**src/rtl/cistern_pump_ctrl.sv**
```systemverilog
// Cistern fill-pump controller: synchronizes and debounces the float switches,
// validates the thermometer code and runs the fill FSM with dry-run timeout.
module cistern_pump_ctrl #(
  parameter int DEBOUNCE_CYCLES = 16,
  parameter int LOW_LEVEL       = 2,
  parameter int HIGH_LEVEL      = 8,
  parameter int MAX_FILL_CYCLES = 1024
) (
  input  logic       clk,
  input  logic       rst,
  input  logic [7:0] floater,
  input  logic       enable,
  input  logic       fault_clear,
  output logic       pump_on,
  output logic [3:0] level,
  output logic       level_valid,
  output logic       fault,
  output logic [1:0] fault_code,
  output logic [1:0] state
);

  localparam int CNT_W = (DEBOUNCE_CYCLES > 2) ? $clog2(DEBOUNCE_CYCLES) : 1;
  localparam int TMR_W = $clog2(MAX_FILL_CYCLES);
  localparam logic [CNT_W-1:0] CNT_LAST = CNT_W'(DEBOUNCE_CYCLES - 1);
  localparam logic [TMR_W-1:0] TMR_LAST = TMR_W'(MAX_FILL_CYCLES - 1);
  localparam logic [3:0] LOW_L  = 4'(LOW_LEVEL);
  localparam logic [3:0] HIGH_L = 4'(HIGH_LEVEL);
  localparam logic [3:0] LVL_ERR = 4'hE;

  typedef enum logic [1:0] {
    ST_IDLE    = 2'b00,
    ST_FILLING = 2'b01,
    ST_FULL    = 2'b10,
    ST_FAULT   = 2'b11
  } state_t;

  logic [7:0]       sync1, sync2, cand;
  logic [1:0]       sync_ok;
  logic             cand_ok;
  logic [CNT_W-1:0] cnt;
  logic [3:0]       prev_level;
  logic [TMR_W-1:0] timer;
  state_t           st, nxt;
  logic             lvl_invalid, level_up, timeout;

  function automatic logic [3:0] decode(input logic [7:0] code);
    case (code)
      8'h00:   decode = 4'd0;
      8'h01:   decode = 4'd1;
      8'h03:   decode = 4'd2;
      8'h07:   decode = 4'd3;
      8'h0F:   decode = 4'd4;
      8'h1F:   decode = 4'd5;
      8'h3F:   decode = 4'd6;
      8'h7F:   decode = 4'd7;
      8'hFF:   decode = 4'd8;
      default: decode = LVL_ERR;
    endcase
  endfunction

  // Synchronizer plus debouncer. sync_ok/cand_ok make reset look like an input
  // change, so the first acceptance sees the same latency as any later one.
  always_ff @(posedge clk) begin
    if (rst) begin
      sync1       <= '0;
      sync2       <= '0;
      sync_ok     <= '0;
      cand        <= '0;
      cand_ok     <= 1'b0;
      cnt         <= '0;
      level       <= '0;
      level_valid <= 1'b0;
      prev_level  <= '0;
    end else begin
      // NOTE: non-blocking assignments let sync1 -> sync2 form a true two-stage pipeline.
      sync1      <= floater;
      sync2      <= sync1;
      sync_ok    <= {sync_ok[0], 1'b1};
      prev_level <= level;
      if (sync_ok[1]) begin
        if (!cand_ok || sync2 != cand) begin
          cand    <= sync2;
          cand_ok <= 1'b1;
          cnt     <= '0;
        end else if (cnt == CNT_LAST) begin
          level       <= decode(cand);
          level_valid <= 1'b1;
        end else begin
          cnt <= cnt + 1'b1;
        end
      end
    end
  end

  assign lvl_invalid = level_valid && (level == LVL_ERR);
  assign level_up    = (level != LVL_ERR) && (level > prev_level);
  assign timeout     = (st == ST_FILLING) && !level_up && (timer == TMR_LAST);

  // NOTE: nxt is assigned a default before any branch so no latch is inferred.
  always_comb begin
    nxt = st;
    if (lvl_invalid) begin
      nxt = ST_FAULT;
    end else if (timeout) begin
      nxt = ST_FAULT;
    end else begin
      case (st)
        ST_IDLE:    if (enable && level_valid && level <= LOW_L) nxt = ST_FILLING;
        ST_FILLING: if (level >= HIGH_L) nxt = ST_FULL;
                    else if (!enable) nxt = ST_IDLE;
        ST_FULL:    if (level <= LOW_L) nxt = ST_IDLE;
        ST_FAULT:   if (fault_clear) nxt = ST_IDLE;
        default:    nxt = ST_IDLE;
      endcase
    end
  end

  // Outputs are registered from nxt so they change on the same edge as st.
  always_ff @(posedge clk) begin
    if (rst) begin
      st         <= ST_IDLE;
      pump_on    <= 1'b0;
      fault      <= 1'b0;
      fault_code <= 2'b00;
      timer      <= '0;
    end else begin
      st      <= nxt;
      pump_on <= (nxt == ST_FILLING);
      fault   <= (nxt == ST_FAULT);
      if (lvl_invalid)
        fault_code <= 2'b01;
      else if (timeout)
        fault_code <= 2'b10;
      else if (st == ST_FAULT && nxt == ST_IDLE)
        fault_code <= 2'b00;
      // A level drop while filling deliberately keeps the timer running.
      if (nxt == ST_FILLING && (st != ST_FILLING || level_up))
        timer <= '0;
      else if (st == ST_FILLING)
        timer <= timer + 1'b1;
    end
  end

  assign state = st;

endmodule

```
**config.mk**
```make
export PLATFORM = sky130hd
export DESIGN_NAME = cistern_pump_ctrl
export DESIGN_NICKNAME = d
export VERILOG_FILES = /design/src/rtl/cistern_pump_ctrl.sv
export SDC_FILE = /design/constraint.sdc
export NUM_CORES = 1
export LEC_CHECK = 0
export CAP_MARGIN = 20
export CORE_AREA = 4 4 83 70
export DETAILED_ROUTE_END_ITERATION = 8
export DIE_AREA = 0 0 87 74
export PLACE_DENSITY = 0.85
export SLEW_MARGIN = 10
export SYNTH_ARGS = -nofsm -noshare
export SYNTH_HDL_FRONTEND = slang
export SYNTH_SLANG_ARGS = --single-unit
```
**constraint.sdc**
```tcl
create_clock -name clk -period 1.73 [get_ports clk]
set_input_delay 0.346 -clock clk [delete_from_list [all_inputs] [get_ports clk]]
set_output_delay 0.346 -clock clk [all_outputs]
set_load 0.005 [all_outputs]
```
Word-level counts from Yosys, hierarchy flattened. Cells that the tools add are included.

Muxes and demuxes: 15. Order comparisons: 3. Reductions and logical operators: 22. $add $sub $neg: 2. Bitwise gates (word level): 1. Equality and inequality tests: 20.

Operator list (count): case mux 4 bit (9 select lines) (1); two-way mux 2 bit (9); adder 10 x 1 -> 10 bit, second input constant (1); == test 10 bit, second input constant (1); == test 4 bit, second input constant (2); == test 8 x 1 -> 1 bit, second input constant (1); == test 8 x 2 -> 1 bit, second input constant (1); == test 8 x 3 -> 1 bit, second input constant (1); == test 8 x 4 -> 1 bit, second input constant (1); == test 8 x 5 -> 1 bit, second input constant (1); == test 8 x 6 -> 1 bit, second input constant (1); == test 8 x 7 -> 1 bit, second input constant (1); == test 8 bit, second input constant (1); logical AND 1 bit (8); logical NOT 8 bit (1); two-way mux 4 bit (2); != test 8 bit (1); case mux 2 bit (4 select lines) (1); == test 2 bit, second input constant (3); adder 4 x 1 -> 4 bit, second input constant (1); == test 2 x 1 -> 1 bit, second input constant (2); >= comparator 4 bit, second input constant (1); greater-than comparator 4 bit (1); less-or-equal comparator 4 x 2 -> 1 bit, second input constant (1); 13 further kinds (19).

Output and inout port bits: 11. Input port bits: 12. Logic and storage cells: 79. Register bits after elaboration: 56.

Depth between registers and ports, before layout. Gate-level depths: netlist (run 1).

Word-level depth: 12. Gate-level depth with buffers: 7. Gate-level depth less buffers: 7.

Worst setup path before layout (run 1). OpenSTA, ideal clock, no wires.

Path kind: register to register. From: register level[1]. To: register fault_code[0]. Data required time: 1614 ps. Cell stages (with the launch flop): 7. Library setup time: 116 ps. Slack: -33 ps. Arrival time: 1646 ps. Path buffers: 0. Cells stage by stage: dfxtp_1 > ha_1 > nor2b_1 > o211ai_1 > a21oi_1 > or3_4 > a41o_1.

Cells in the longest elaborated chain, start to end: 10.

RTL lines: start, declared (RTL line 15) `output logic [3:0] level,`; start signal, assigned (RTL line 86) `level <= decode(cand);`; branches (longest 10 deep; another with less-or-equal comparator 4 x 2 -> 1 bit); end signal, assigned (RTL line 131) `fault_code <= 2'b01;`; end signal, assigned (RTL line 133) `fault_code <= 2'b10;`; end signal, assigned (RTL line 135) `fault_code <= 2'b00;`; end, declared (RTL line 18) `output logic [1:0] fault_code,`.

Several ways; the timed one is not identified. A chain may end at the register's enable or synchronous reset.

Worst setup path in the final report (run 1).
From: register level[1]. To: register fault_code[1].

Cells in the longest elaborated chain, start to end: 10.

RTL lines: branches (longest 10 deep; another with less-or-equal comparator 4 x 2 -> 1 bit).

Several ways; the timed one is not identified.

==> results of run 1 <==
## per-stage QoR
| stage | cells | cell area [sq um] |
|---|---|---|
| 2_1_floorplan | 262 | 2460 |
| 3_3_place_gp | 360 | 2900 |
| 3_5_place_dp | 360 | 2900 |
| 4_1_cts | 368 | 3000 |
| 5_1_grt | 368 | 3030 |
| 6_report | 368 | 3030 |
## metal layers
layer	GRT usage	wire length [microns]
met1	0.214	2320
met2	0.255	2250
met5	0	0
met4	0.0606	62
met3	0.0332	188
## cells by family after synthesis
| logic type | share of synthesized area |
|---|---|
| mux | 0.0367 |
| fa+ha+maj | 0.0306 |
| compound gates | 0.127 |
| buf+inv | 0.0311 |
| flops | 0.457 |
| simple gates | 0.260 |
| xor+xnor | 0.0571 |
## sequential cells by signal, summed over array words and instances, names as in the netlist, 2 cells and up
name,cells
level,4
sync1,8
sync_ok,2
sync2,8
cnt,4
cand,8
prev_level,4
timer,10
fault_code,2
state,2
## final timing paths
kind,endpoint,startpoint,cells past startpoint,slack (ns)
setup / recovery,fault_code[1],level[1],6,0.06
hold reg to reg,sync2[4],sync1[4],1,0.44
setup reg to reg,fault_code[1],level[1],6,0.06
hold / removal,sync_ok[0],rst,2,0.35
## power groups by stage
| stage | Sequential [mW] | Combinational, mW | Clock (mW) |
|---|---|---|---|
| 2_1_floorplan | 1.35 | 0.103 | 0 |
| 5_1_grt | 1.33 | 0.171 | 0.785 |
| 4_1_cts | 1.33 | 0.153 | 0.735 |
| 3_3_place_gp | 1.35 | 0.149 | 0 |
| 6_report | 1.33 | 0.158 | 0.715 |
| 3_5_place_dp | 1.36 | 0.152 | 0 |
## area by class of cell
class | instances | area share
multi-input cells | 187 | 0.429
flip-flops and latches | 56 | 0.372
repair buffers | 48 | 0.135
well taps | 62 | 0.0256
clock buffers | 5 | 0.0227
inverters | 7 | 0.00866
clock inverters | 3 | 0.00701
## cell usage in the layout (no fill, tap or decap), types with 3 or more instances in the layout
cell type	instances
clkbuf_8	5
nor2_1	20
mux2i_1	9
a211oi_1	4
o21ai_0	7
buf_4	26
nor3_1	13
nand3_1	8
nand2_1	20
nor4_1	3
dfxtp_1	50
nor2b_1	21
inv_1	6
dfxtp_2	6
xor2_1	6
nor3b_1	3
clkdlybuf4s50_1	21
a21oi_1	7
ha_1	5
nand4_1	4
xnor2_1	10
and3_1	4
o211ai_1	3
## critical path: cells and delay by family (launching register included)
family	cells	cell delay (ns)
AO/OA/AOI/OAI	3	0.53
AND/OR/NAND/NOR	2	0.49
flip-flops	1	0.35
adder cells (fa/ha/maj)	1	0.24
## what timing repair did
action | 4_1_cts | 5_1_grt
endpoints found under the setup margin | 10 | 20
hold endpoints to repair | 0 | 0
pin swaps | 4 | 3
resized for setup | 4 | 10
==> flow_metrics.tcl, run 1 <==
set metrics [dict create \
    drtPass1Iterations 4 \
    viasPerCell 5.37 \
    clock_path_buffers 2 \
    synth_edf_count 0 \
    antenna_found_initial 0 \
    grt_usage 0.160 \
    clock-sinks 56 \
    ys.flop_type "dfxtp_1" \
    synth_warnings 0 \
    drt-wirelength-per-cell_microns 13.1 \
    switching_power_mw 0.522 \
    grt_max_degree 33 \
    fin_crit_sh 0.966 \
    synth_commonest_cells "dfxtp_1 (56), nor2b_1 (22), nand2_1 (20), nor2_1 (20), nor3_1 (14)" \
    switching_share 0.237 \
    synth_nets 280 \
    cap_violations 0 \
    yosysMostFrequentCell "dfxtp_1" \
    drtAntennaViolNets 0 \
    holdCritPathClass "in -> reg" \
    seqPwrFrac 0.603 \
    synth.distinct_cells 49 \
    critPathKind "reg -> reg" \
    chipWidth_microns 87 \
    power.density_nw_per_um2 724 \
    synthTopCellsByArea "dfxtp_1 (46%), nor2b_1 (5.6%), mux2i_1 (3.7%), xnor2_1 (3.6%), ha_1 (3.1%)" \
    skew_ns 0.00834 \
    io_pins 23 \
    die_h_microns 74 \
    setup_slack_ns 0.0593 \
    power_leakage_nw 1.16 \
    peakVddDrop_mv 0.537 \
    seq_area_frac_synth 0.457 \
    htreeDepth 2 \
    place.port_buffers 22 \
    drcViolationCount 0 \
    grt-ovfl-total 0 \
    multi_input_area_sq_um 1300 \
    cp_slowest_cell "or3_4" \
    cp-start-kind "register" \
    rsz0062_at_grt "yes" \
    fin_util 0.617 \
    drt_iter0_markers 130 \
    comb_power_share 0.072 \
    synth_top_area_frac 0.457 \
    worstPathArrival_ns 1.91 \
    die_area_sq_um 6440 \
    synth_largest_area_cell "dfxtp_1" \
    cts_hold_buf 0 \
    dr_total_vias 1976 \
    post-place-ws_ns -0.263 \
    fin_hold_ws_ns 0.353 \
    slew_headroom 0.656 \
    postSynthCellCount 262 \
    power.internal_mw 1.68 \
    synth.avg_cell_area_sq_um 9.37 \
    fin_nets 323 \
    fmax_mhz 599 \
    drive_gt1_frac 0.196 \
    synth_area_sq_um 2450 \
    seq_area_sq_um 1130 \
    n_antenna_cell 0 \
    final.setup.tns_ns 0 \
    fillers 405 \
    end_kind "register" \
    post-cts-setup-buffers 0 \
    max_stage_delay_ns 0.37 \
    num_rows 23 \
    cts_tree "done" \
    finalHoldViolations 0 \
    path_cells "ha_4 > nor2b_4 > o211ai_1 > a21oi_2 > or3_4 > a221oi_2" \
    path_max_fanout 4 \
    hpwl_microns 3420 \
    areaGrowthSynthToFinish_pct 23.6 \
    clkLatencyLatePin_ns 0.31 \
    period_minus_slack_ns 1.67 \
    grt_pass1_wl_microns 8160 \
    status "finished clean" \
    clock_power_share 0.325 \
    wl_microns 4820 \
    routabilityCongestion 0.808 \
    cp_data_required_time_ns 1.97 \
    setup_viol 0 \
    async_reset_ff_frac 0 \
    clkSlewWorstSetupHoldPaths_ns 0.10 \
    cts-root-buf "clkbuf_8" \
    initial_core_util 0.499 \
    slew_violations 0 \
    worst_pin_slew_ns 0.509 \
    yosys_register_bits 56 \
    coreArea_sq_um 4920 \
    cts_buffers 5 \
    grt_pass1_vias 1846 \
    power_mw 2.20 \
]
Power figures use the tool's default switching activity.
==> run 2, diff against run 1 <==
--- a/config.mk
+++ b/config.mk
@@ -9,6 +9,7 @@
 export CORE_AREA = 4 4 83 70
 export DETAILED_ROUTE_END_ITERATION = 8
 export DIE_AREA = 0 0 87 74
+export MAX_ROUTING_LAYER = met4
 export PLACE_DENSITY = 0.85
 export SLEW_MARGIN = 10
 export SYNTH_ARGS = -nofsm -noshare
==> run 2 against run 1 <==
Against the previous run:
- routed wire length is 0.46% higher
- clock power rose by 0.6%
- register-to-register slack about the same
- die area unchanged
- clock skew fell by 0.0012 ns
- fmax decreased by 0.10%
- design area stayed put
- via count fell by 0.25%
- critical path type unchanged
- critical endpoint unchanged
- largest power group unchanged
==> flow_metrics.tcl, run 2 (synthesized netlist as in run 1, its figures left out) <==
set metrics [dict create \
    post-place-ws_ns -0.263 \
    final.setup.tns_ns 0 \
    power.density_nw_per_um2 726 \
    r2r_slack_ns 0.06 \
    initial_core_util 0.499 \
    slew_violations 0 \
    setup_viol 0 \
    fin_nets 323 \
    grt_max_degree 33 \
    rsz0062_at_grt "yes" \
    critPathKind "reg -> reg" \
    io_pins 23 \
    cp_data_required_time_ns 1.97 \
    die_h_microns 74 \
    cts_tree "done" \
    chipWidth_microns 87 \
    mostFrequentLayoutCell "dfxtp_1" \
    period_minus_slack_ns 1.67 \
    drt-wirelength-per-cell_microns 13.2 \
    place.port_buffers 22 \
    fin_crit_sh 0.967 \
    cts_buffers 5 \
    holdCritPathClass "in -> reg" \
    cts-root-buf "clkbuf_8" \
    clkSlewWorstSetupHoldPaths_ns 0.10 \
    drtAntennaViolNets 0 \
    top_register "timer" \
    largest_reg_flops 10 \
    grt_pass1_wl_microns 8160 \
    num_rows 23 \
    ff2ff_path_depth 6 \
    grt_usage 0.165 \
    routabilityCongestion 0.820 \
    path_max_fanout 4 \
    n_antenna_cell 0 \
    hpwl_microns 3420 \
    clock-sinks 56 \
    hold_end "sync_ok[0]" \
    cp-start-kind "register" \
    end_kind "register" \
    htreeDepth 2 \
    peakVddDrop_mv 0.537 \
    power_leakage_nw 1.16 \
    drtPass1Iterations 4 \
    worstPathArrival_ns 1.91 \
    coreArea_sq_um 4920 \
    hold_path_depth 2 \
    clkLatencyLatePin_ns 0.31 \
    grt-ovfl-total 0 \
    skew_ns 0.00715 \
    clock_path_buffers 2 \
    worst_pin_slew_ns 0.508 \
    areaGrowthSynthToFinish_pct 23.6 \
    fmax_mhz 598 \
    viasPerCell 5.36 \
    drcViolationCount 0 \
    power_mw 2.20 \
    grt_pass1_vias 1846 \
    setup_slack_ns 0.0576 \
    r2r-start "level[1]" \
    cap_violations 0 \
    drt_iter0_markers 110 \
    worst_r2r_endpoint "fault_code[1]" \
    die_area_sq_um 6440 \
    dr_total_vias 1971 \
    layout_common_cells "dfxtp_1 (50), buf_4 (26), nor2b_1 (21), clkdlybuf4s50_1 (21)" \
    post-cts-setup-buffers 0 \
    wl_microns 4850 \
    antenna_found_initial 0 \
    drive_gt1_frac 0.196 \
    fillers 405 \
    slew_headroom 0.657 \
    hold_path.startpoint "rst" \
    status "finished clean" \
    cts_hold_buf 0 \
    finalHoldViolations 0 \
]
-- run 2: cell counts in the layout (fill, tap and decap cells not counted) --
Identical to the previous run, type by type.
-- run 2: area by class of cell --
cell class / instances / area, sq um / share of cell area
clock buffers: 5 / 68.8 / 0.0227
multi-input cells: 187 / 1300 / 0.429
inverters: 7 / 26.3 / 0.00866
clock inverters: 3 / 21.3 / 0.00701
repair buffers: 48 / 410 / 0.135
flip-flops and latches: 56 / 1130 / 0.372
well taps: 62 / 77.6 / 0.0256
-- run 2: worst max-delay path, cell delays in order, from the launching register on --
cell and delay [ns]:
dfxtp_2 0.35, ha_4 0.24, nor2b_4 0.12, o211ai_1 0.20, a21oi_2 0.12, or3_4 0.37
a221oi_2 0.21
-- run 2: through the flow --
step / instance area [sq um] / utilization / hold slack [ns] / cells
final: 3030 / 0.617 / 0.353 / 368
after global routing: 3030 / 0.617 / 0.380 / 368
after CTS: 3000 / 0.610 / 0.337 / 368
after detailed placement: 2900 / 0.589 / 0.424 / 360
after global placement: 2900 / 0.589 / 0.418 / 360
after floorplan: 2460 / - / 0.414 / 262
-- run 2: how the worst max path moves through the flow --
stage / startpoint / end / slack, ns / cells after the start
2_1_floorplan: level[1] / fault_code[0] / 0.02 / 6
3_3_place_gp: enable / timer[3] / -0.16 / 6
3_5_place_dp: enable / timer[2] / -0.26 / 6
4_1_cts: cand[3] / cnt[2] / 0.007 / 5
5_1_grt: level[1] / timer[5] / -0.04 / 7
6_report: level[1] / fault_code[1] / 0.06 / 6
-- run 2: power by group --
group | switching [mW] | internal (mW) | leakage, nW
registers | 0.0123 | 1.31 | 0.459
clock network | 0.430 | 0.288 | 0.0445
logic | 0.0832 | 0.0746 | 0.658
total | 0.526 | 1.68 | 1.16
-- run 2: routing by layer --
metal | global-route usage | part of all wire | vias to the layer above
li1 | - | - | 1009
met1 | 0.214 | 0.48 | 917
met2 | 0.255 | 0.47 | 41
met3 | 0.0332 | 0.043 | 4
met4 | 0.0606 | 0.0083 | 0
met5 | - | 0 | -
-- run 2: timing repair --
item,4_1_cts,5_1_grt
setup endpoints to repair,10,20
resized for setup,4,10
pin swaps,4,3
